File: config.mk
export PLATFORM = sky130hd
export DESIGN_NAME = core_seq_ctrl
export DESIGN_NICKNAME = d
export VERILOG_FILES = /design/src/rtl/core_pkg.sv /design/src/rtl/wait_timer.sv /design/src/rtl/core_seq_ctrl.sv
export SDC_FILE = /design/constraint.sdc
export NUM_CORES = 1
export LEC_CHECK = 0
export CAP_MARGIN = 20
export CORE_MARGIN = 2
export CORE_UTILIZATION = 30
export CTS_CLUSTER_DIAMETER = 100
export DETAILED_ROUTE_END_ITERATION = 7
export REMOVE_ABC_BUFFERS = 1
export SLEW_MARGIN = 0
export SYNTH_ARGS = -nofsm -noshare
export SYNTH_HDL_FRONTEND = slang
export SYNTH_SLANG_ARGS = --single-unit
File: constraint.sdc
create_clock -name clk_i -period 3.3 [get_ports clk_i]
set_input_delay 0.495 -clock clk_i [delete_from_list [all_inputs] [get_ports clk_i]]
set_output_delay 0.495 -clock clk_i [all_outputs]
set_load 0.02 [all_outputs]
File: src/rtl/core_pkg.sv
// rtl/core_pkg.sv - shared opcodes, sequencer states, pc_sel and fault codes
package core_pkg;

  localparam logic [6:0] OP_ALU    = 7'b0110011;
  localparam logic [6:0] OP_ALUI   = 7'b0010011;
  localparam logic [6:0] OP_LOAD   = 7'b0000011;
  localparam logic [6:0] OP_STORE  = 7'b0100011;
  localparam logic [6:0] OP_BRANCH = 7'b1100011;
  localparam logic [6:0] OP_LUI    = 7'b0110111;
  localparam logic [6:0] OP_AUIPC  = 7'b0010111;
  localparam logic [6:0] OP_JAL    = 7'b1101111;
  localparam logic [6:0] OP_JALR   = 7'b1100111;

  typedef enum logic [2:0] {
    S_RESET,
    S_FETCH,
    S_DECODE,
    S_EXECUTE,
    S_MEM,
    S_WRITEBACK,
    S_HALT,
    S_TRAP
  } state_e;

  localparam logic [1:0] PC_SEL_PLUS4 = 2'b00;
  localparam logic [1:0] PC_SEL_REL   = 2'b01;
  localparam logic [1:0] PC_SEL_JALR  = 2'b10;

  localparam logic [1:0] FAULT_NONE    = 2'b00;
  localparam logic [1:0] FAULT_ILLEGAL = 2'b01;
  localparam logic [1:0] FAULT_IMEM_TO = 2'b10;
  localparam logic [1:0] FAULT_DMEM_TO = 2'b11;

  function automatic logic is_legal_opcode(input logic [6:0] op);
    case (op)
      OP_ALU, OP_ALUI, OP_LOAD, OP_STORE, OP_BRANCH,
      OP_LUI, OP_AUIPC, OP_JAL, OP_JALR: is_legal_opcode = 1'b1;
      default:                           is_legal_opcode = 1'b0;
    endcase
  endfunction

endpackage

File: src/rtl/wait_timer.sv
// rtl/wait_timer.sv - memory wait counter with clear, enable and expired flag
module wait_timer #(
  parameter int unsigned LIMIT = 255
) (
  input  logic clk_i,
  input  logic rst_n_i,
  input  logic clr_i,
  input  logic en_i,
  output logic expired_o
);

  localparam int unsigned W = (LIMIT > 1) ? $clog2(LIMIT) : 1;
  localparam logic [W-1:0] LAST = (LIMIT == 0) ? '0 : W'(LIMIT - 1);

  logic [W-1:0] r_count;
  logic         w_expired;

  // Expires on the LIMIT-th consecutive enabled cycle; LIMIT of 0 never expires.
  assign w_expired = (LIMIT != 0) && en_i && (r_count == LAST);
  assign expired_o = w_expired;

  always_ff @(posedge clk_i or negedge rst_n_i) begin
    if (!rst_n_i) begin
      r_count <= '0;
    end else if (clr_i) begin
      r_count <= '0;
    end else if (en_i && !w_expired) begin
      r_count <= r_count + 1'b1;
    end
  end

endmodule

File: src/rtl/core_seq_ctrl.sv
// rtl/core_seq_ctrl.sv - multi-cycle fetch/decode/execute/mem/writeback sequencer
module core_seq_ctrl
  import core_pkg::*;
#(
  parameter int unsigned MEM_TIMEOUT = 255,
  parameter int unsigned CNT_W       = 32
) (
  input  logic             clk_i,
  input  logic             rst_n_i,
  input  logic [6:0]       opcode_i,
  input  logic             reg_write_i,
  input  logic             mem_write_i,
  input  logic             mem_to_reg_i,
  input  logic             branch_i,
  input  logic             jump_i,
  input  logic             jalr_i,
  input  logic             branch_taken_i,
  input  logic             imem_ready_i,
  input  logic             dmem_ready_i,
  input  logic             halt_req_i,
  output logic             imem_req_o,
  output logic             ir_we_o,
  output logic             dmem_req_o,
  output logic             dmem_we_o,
  output logic             rf_we_o,
  output logic             pc_we_o,
  output logic [1:0]       pc_sel_o,
  output logic             retire_o,
  output logic             halted_o,
  output logic             fault_o,
  output logic [1:0]       fault_code_o,
  output logic [CNT_W-1:0] instret_o
);

  state_e           r_state;
  state_e           w_next;
  logic [1:0]       r_fault_code;
  logic [1:0]       w_next_fault;
  logic [CNT_W-1:0] r_instret;
  logic             w_wait_state;
  logic             w_ready;
  logic             w_expired;

  // FETCH and MEM never follow each other, so one timer serves both waits.
  assign w_wait_state = (r_state == S_FETCH) || (r_state == S_MEM);
  assign w_ready      = (r_state == S_FETCH) ? imem_ready_i : dmem_ready_i;

  wait_timer #(
    .LIMIT(MEM_TIMEOUT)
  ) u_wait_timer (
    .clk_i    (clk_i),
    .rst_n_i  (rst_n_i),
    .clr_i    (!w_wait_state),
    .en_i     (w_wait_state && !w_ready),
    .expired_o(w_expired)
  );

  always_ff @(posedge clk_i or negedge rst_n_i) begin
    if (!rst_n_i) begin
      r_state      <= S_RESET;
      r_fault_code <= FAULT_NONE;
    end else begin
      r_state      <= w_next;
      r_fault_code <= w_next_fault;
    end
  end

  always_ff @(posedge clk_i or negedge rst_n_i) begin
    if (!rst_n_i) begin
      r_instret <= '0;
    end else if (r_state == S_WRITEBACK) begin
      r_instret <= r_instret + 1'b1;
    end
  end

  always_comb begin
    w_next       = r_state;
    w_next_fault = r_fault_code;
    imem_req_o   = 1'b0;
    ir_we_o      = 1'b0;
    dmem_req_o   = 1'b0;
    dmem_we_o    = 1'b0;
    rf_we_o      = 1'b0;
    pc_we_o      = 1'b0;
    pc_sel_o     = PC_SEL_PLUS4;
    retire_o     = 1'b0;
    halted_o     = 1'b0;
    fault_o      = 1'b0;

    case (r_state)
      S_RESET: begin
        w_next = S_FETCH;
      end
      S_FETCH: begin
        imem_req_o = 1'b1;
        if (imem_ready_i) begin
          ir_we_o = 1'b1;
          w_next  = S_DECODE;
        end else if (w_expired) begin
          w_next       = S_TRAP;
          w_next_fault = FAULT_IMEM_TO;
        end
      end
      S_DECODE: begin
        if (is_legal_opcode(opcode_i)) begin
          w_next = S_EXECUTE;
        end else begin
          w_next       = S_TRAP;
          w_next_fault = FAULT_ILLEGAL;
        end
      end
      S_EXECUTE: begin
        w_next = (mem_write_i || mem_to_reg_i) ? S_MEM : S_WRITEBACK;
      end
      S_MEM: begin
        dmem_req_o = 1'b1;
        dmem_we_o  = mem_write_i;
        if (dmem_ready_i) begin
          w_next = S_WRITEBACK;
        end else if (w_expired) begin
          w_next       = S_TRAP;
          w_next_fault = FAULT_DMEM_TO;
        end
      end
      S_WRITEBACK: begin
        pc_we_o  = 1'b1;
        retire_o = 1'b1;
        rf_we_o  = reg_write_i;
        if (jalr_i) begin
          pc_sel_o = PC_SEL_JALR;
        end else if (jump_i || (branch_i && branch_taken_i)) begin
          pc_sel_o = PC_SEL_REL;
        end
        w_next = halt_req_i ? S_HALT : S_FETCH;
      end
      S_HALT: begin
        halted_o = 1'b1;
        if (!halt_req_i) begin
          w_next = S_FETCH;
        end
      end
      S_TRAP: begin
        fault_o = 1'b1;
      end
    endcase
  end

  assign fault_code_o = r_fault_code;
  assign instret_o    = r_instret;

endmodule
==> results of run 1 <==
cell usage after synthesis, types with 2 or more instances:
cell type / instances / area [µm²]
nand3_1: 10 / 50.05
o41ai_1: 2 / 17.52
buf_2: 2 / 10.01
xor2_1: 20 / 175.2
and3_1: 8 / 50.05
a21oi_1: 3 / 15.01
nand4_1: 10 / 62.56
a211oi_1: 3 / 22.52
mux2i_1: 4 / 40.04
nor3b_2: 2 / 25.02
nor3b_1: 2 / 15.01
clkbuf_1: 4 / 15.01
nor3_1: 6 / 30.03
inv_1: 9 / 33.78
o21ai_0: 5 / 25.02
nor3_2: 4 / 40.04
and2_1: 6 / 37.54
nor2_1: 28 / 105.1
ha_1: 3 / 37.54
nand2_1: 23 / 86.33
dfrtp_1: 45 / 1126
xnor2_1: 15 / 131.4
flip-flops by register name, indices dropped and copies added (netlist names):
name                  count
r_state                   3
u_wait_timer.r_count      8
instret_o                32
fault_code_o              2
metal layers:
layer  track usage  vias up  wire, µm
met5             0        -         0
met4       0.02574        0        19
met3       0.03743        2       242
met2        0.2059       47      2531
met1        0.1581      894      2344
li1              -      954         -
per-stage QoR:
| stage | setup slack (ns) | utilization | cell area, µm² |
|---|---|---|---|
| 2_1_floorplan | 1.017 | - | 2338 |
| 3_3_place_gp | 0.9828 | 0.4041 | 3107 |
| 3_5_place_dp | 0.9328 | 0.4041 | 3107 |
| 4_1_cts | 0.5902 | 0.4191 | 3222 |
| 5_1_grt | 0.4434 | 0.4230 | 3252 |
| 6_report | 0.6233 | 0.4230 | 3252 |
worst max-delay path: stages (launching register included):
cell and delay [ns]:
dfrtp_1 0.63, and3b_1 0.22, buf_4 0.18, nor3b_1 0.20
clkdlybuf4s50_1 0.64
power by group through the flow:
| stage | registers, mW | logic, mW | clock network (mW) |
|---|---|---|---|
| 6_report | 0.735 | 0.684 | 0.424 |
| 2_1_floorplan | 0.761 | 0.369 | 0 |
| 3_3_place_gp | 0.744 | 0.689 | 0 |
| 3_5_place_dp | 0.745 | 0.687 | 0 |
| 5_1_grt | 0.753 | 0.756 | 0.462 |
| 4_1_cts | 0.736 | 0.690 | 0.439 |
worst paths after layout:
check / end / slack (ns) / cells after the start
max: pc_sel_o[0] / 0.62 / 4
min: instret_o[31] / 0.47 / 1
max reg2reg: instret_o[20] / 1.39 / 6
min reg2reg: instret_o[31] / 0.47 / 1
max in group asynchronous: instret_o[18] / 2.32 / 3
min in group asynchronous: u_wait_timer.r_count[1] / 0.54 / 2
cell families after synthesis:
kind of cell | share of synthesized area
compound gates | 0.05699
xor+xnor | 0.1293
fa+ha+maj | 0.01583
buf+inv | 0.02797
flops | 0.4749
mux | 0.02164
simple gates | 0.2734
layout make-up:
cell class | instances | share of cell area
multi-input combinational | 177 | 0.3624
clock inverter | 3 | 0.01424
inverter | 9 | 0.01039
sequential | 45 | 0.3463
clock buffer | 5 | 0.02116
tap | 102 | 0.03925
timing repair buffer | 67 | 0.2062
==> flow_summary.ini, run 1 <==
[sta]
clock.fmax_mhz = 373.6
rsz0062_at_grt = false
skew_ns = 0.009963
relSlewSlack = 0.7018
fin_crit_ns = 2.677
setup_viol = 0
setup_tns_ns = 0
finalHoldViolCount = 0
worstMarginPinSlew_ns = 0.4474
timing.final.crit_share = 0.8111
maxSlewViolCount = 0
holdWs_ns = 0.4659

[cts]
hold_buffers = 0
post_cts_resized = 0
root_buffer = clkbuf_8
cts_tree = built
numCtsBuffers = 5
clock-sinks = 45
cts.clk_slew.worst_paths_ns = 0.09
cts_setup_buffers = 0
clock_latency_ns = 0.30
clock_path_buffers = 2
ctsHtreeMaxLevel = 2

[worst_setup_path]
critPathRequiredTime_ns = 2.80
cp-start-kind = flop
worst-setup-path-type = flop to output pin
cp_data_arrival_time_ns = 2.18
endpoint_kind = output pin
startpoint = r_state[0]
reg2reg_from = r_state[0]
critPathMaxFanout = 16

[synthesis]
yosysWarnings = 0
synth_seq_cells = 45
ys_types = 46
synthArstFlopShare = 1.000
postSynthAreaPerCell_um2 = 9.962
synth_edf_count = 0
synthCells = 238
ys_seq_area_frac = 0.4749
synth_flop_cell = dfrtp_1
syn_area_mm2 = 0.002371

[drt]
drt_iter0_markers = 67
wirelength_mm = 5.138
postRouteAntennaNets = 0
routed_via_density = 4.650
firstDrtPassIters = 4
routedWlPerCell_um = 12.59
drc_errors = 0
vias = 1897

[place]
placedCellCount = 398
dp_hpwl_mm = 3.860
portBuffers = 63
place_congestion = 0.7678

[grt]
first_global_vias = 1888
grt_usage = 0.1233
grt-ovfl-total = 0
antenna_found_initial = 0
grt_start_max_net_pins = 46
grt_pass1_wl_mm = 8.556

[pwr]
powerDensity_mw_per_mm2 = 566.7
netSwitchingPower_mw = 0.6840
p_int_mw = 1.159
p_comb_frac = 0.371
ir_drop_uv = 358.6
switching_share = 0.3712
leakage_nw = 1.437
seq_power_share = 0.399
clockPowerShare = 0.230
power.total_mw = 1.843

[run_status]
status = finished clean

[finish]
fin_nets = 327
mostFrequentLayoutCell = clkdlybuf4s50_1
instances_no_fill = 408
n_fill_cell = 789
layout_common_cells = clkdlybuf4s50_1, dfrtp_1, nor2_1
insertedDiodeCount = 0
layout-drive-gt1-share = 0.08824
seqCellArea_mm2 = 0.001126
area_delta_synth_final_pct = 37.15
multi_input_area_mm2 = 0.001179

[floorplan]
io_pins = 64
num_rows = 32
die_width_um = 92.90
start_util = 0.3084
core_mm2 = 0.007687
die-height_um = 92.90
die_area_mm2 = 0.008630

[min_path]
holdCritStartpoint = instret_o[31]
min_path_type = flop to flop

[job]
max_cap_viol_count = 0
(Power assumes the default switching activity.)
==> inputs of run 2 (changes only) <==
==> constraint.sdc (replaced) <==
create_clock -name clk_i -period 2.4 [get_ports clk_i]
set_input_delay 0.36 -clock clk_i [delete_from_list [all_inputs] [get_ports clk_i]]
set_output_delay 0.36 -clock clk_i [all_outputs]
set_load 0.02 [all_outputs]
==> flow_summary.ini, run 2 (synthesis results as in run 1) <==
[sta]
clock.fmax_mhz = 450.8
fin_crit_ns = 2.218
setup_viol = 0
timing.final.crit_share = 0.9243
finalHoldViolCount = 0
rsz0062_at_grt = false
skew_ns = 0.009750
setup_tns_ns = 0
maxSlewViolCount = 0
relSlewSlack = 0.6304
worstMarginPinSlew_ns = 0.5544

[grt]
grt_start_max_net_pins = 24
grt_usage = 0.1328
grt-ovfl-total = 0
first_global_vias = 1962
grt_pass1_wl_mm = 9.294
antenna_found_initial = 0

[floorplan]
die-height_um = 92.90
core_mm2 = 0.007687
num_rows = 32
io_pins = 64
die_width_um = 92.90
start_util = 0.3084
die_area_mm2 = 0.008630

[worst_setup_path]
endpoint_kind = output pin
slowest_stage = clkdlybuf4s50_1
critPathRequiredTime_ns = 2.04
critPathMaxFanout = 11
cp_data_arrival_time_ns = 1.86
worstPathCellList = inv_1 -> nor3_1 -> clkdlybuf4s50_1
worst-setup-path-type = flop to output pin
cp-start-kind = flop
critPathMaxStageDelay_ns = 0.63

[cts]
cts_tree = built
clock-sinks = 45
root_buffer = clkbuf_8
clock_latency_ns = 0.30
cts.clk_slew.worst_paths_ns = 0.08
clock_path_buffers = 2
hold_buffers = 0
cts_setup_buffers = 0
ctsHtreeMaxLevel = 2
numCtsBuffers = 5

[drt]
routedWlPerCell_um = 12.95
routed_via_density = 4.741
top_layer = met4
drc_errors = 0
wl_met3_um = 273
firstDrtPassIters = 4
wl_met2_mm = 2.629
m1WireLength_mm = 2.333
drt_iter0_markers = 81
wirelength_mm = 5.295
vias = 1939
postRouteAntennaNets = 0

[finish]
finish.utilization = 0.4250
largest_reg_flops = 32
layout_common_cells = clkdlybuf4s50_1, dfrtp_1, nor2_1
layout-drive-gt1-share = 0.1010
insertedDiodeCount = 0
fin_nets = 328
area_delta_synth_final_pct = 37.78
mostFrequentLayoutCell = clkdlybuf4s50_1
n_fill_cell = 771
instances_no_fill = 409

[pwr]
powerDensity_mw_per_mm2 = 791.2
power.total_mw = 2.585
leakage_nw = 1.462
ir_drop_uv = 420.7

[run_status]
status = finished clean

[place]
placedCellCount = 401
portBuffers = 63
place_congestion = 0.8089
dp_hpwl_mm = 4.069

[job]
max_cap_viol_count = 0

[min_path]
min_path_type = input port to async pin
==> run 2: cell types whose count changed in the layout (fill, tap and decap cells not counted), sizes merged <==
cell / change
buf: +2
clkbuf: +1
clkdlybuf4s50: -1
clkinv: -1
dlygate4sd3: -1
dlymetal6s2s: +1
==> run 2: report_power, final <==
group,internal (mW),switching (mW),total (mW)
sequential,0.849,0.134,0.984
clock,0.338,0.256,0.594
combinational,0.456,0.551,1.01
==> run 2: final timing paths <==
path	from	endpoint	slack, ns	depth (start not counted)
setup / recovery	r_state[1]	halted_o	0.18	3
hold reg to reg	instret_o[31]	instret_o[31]	0.48	1
min in group clk_i	instret_o[31]	instret_o[31]	0.48	1
max in group asynchronous	rst_n_i	instret_o[5]	1.83	2
hold / removal	rst_n_i	r_state[2]	0.04	1
setup reg to reg	r_state[1]	instret_o[20]	0.53	6
==> run 2: final cells by class <==
type	count	area, µm²	area share
Inverter	9	33.78	0.01034
Timing Repair Buffer	68	678.2	0.2076
Clock inverter	2	37.54	0.01149
Multi-Input combinational cell	177	1180	0.3612
Clock buffer	6	82.58	0.02528
Tap cell	102	127.6	0.03907
Sequential cell	45	1127	0.3451
==> run 2: through the flow <==
stage	area [µm²]	hold WS, ns	worst slack [ns]
floorplan	2338	0.06441	0.2517
global placement	3142	0.3844	0.3563
detailed placement	3142	0.3849	0.3381
CTS	3263	0.05957	0.06395
global route	3267	0.07148	0.01247
finish	3267	0.04464	0.1818
==> run 2: per-layer routing <==
layer,up-vias,track usage
li1,957,-
met1,932,0.1729
met2,44,0.2210
met3,6,0.03173
met4,0,0.03554
met5,-,0
==> run 2: repair_timing <==
item                                    4_1_cts  5_1_grt
gates resized for setup                       1        2
pin swaps                                     0        0
endpoints found under the setup margin        1        1
cloned                                        0        0
==> run 2: critical path: cells and delay by family, from the launching register on <==
kind,cells,cell delay (ns)
buffers and inverters,2,0.84
flip-flops,1,0.51
AND/OR/NAND/NOR,1,0.21
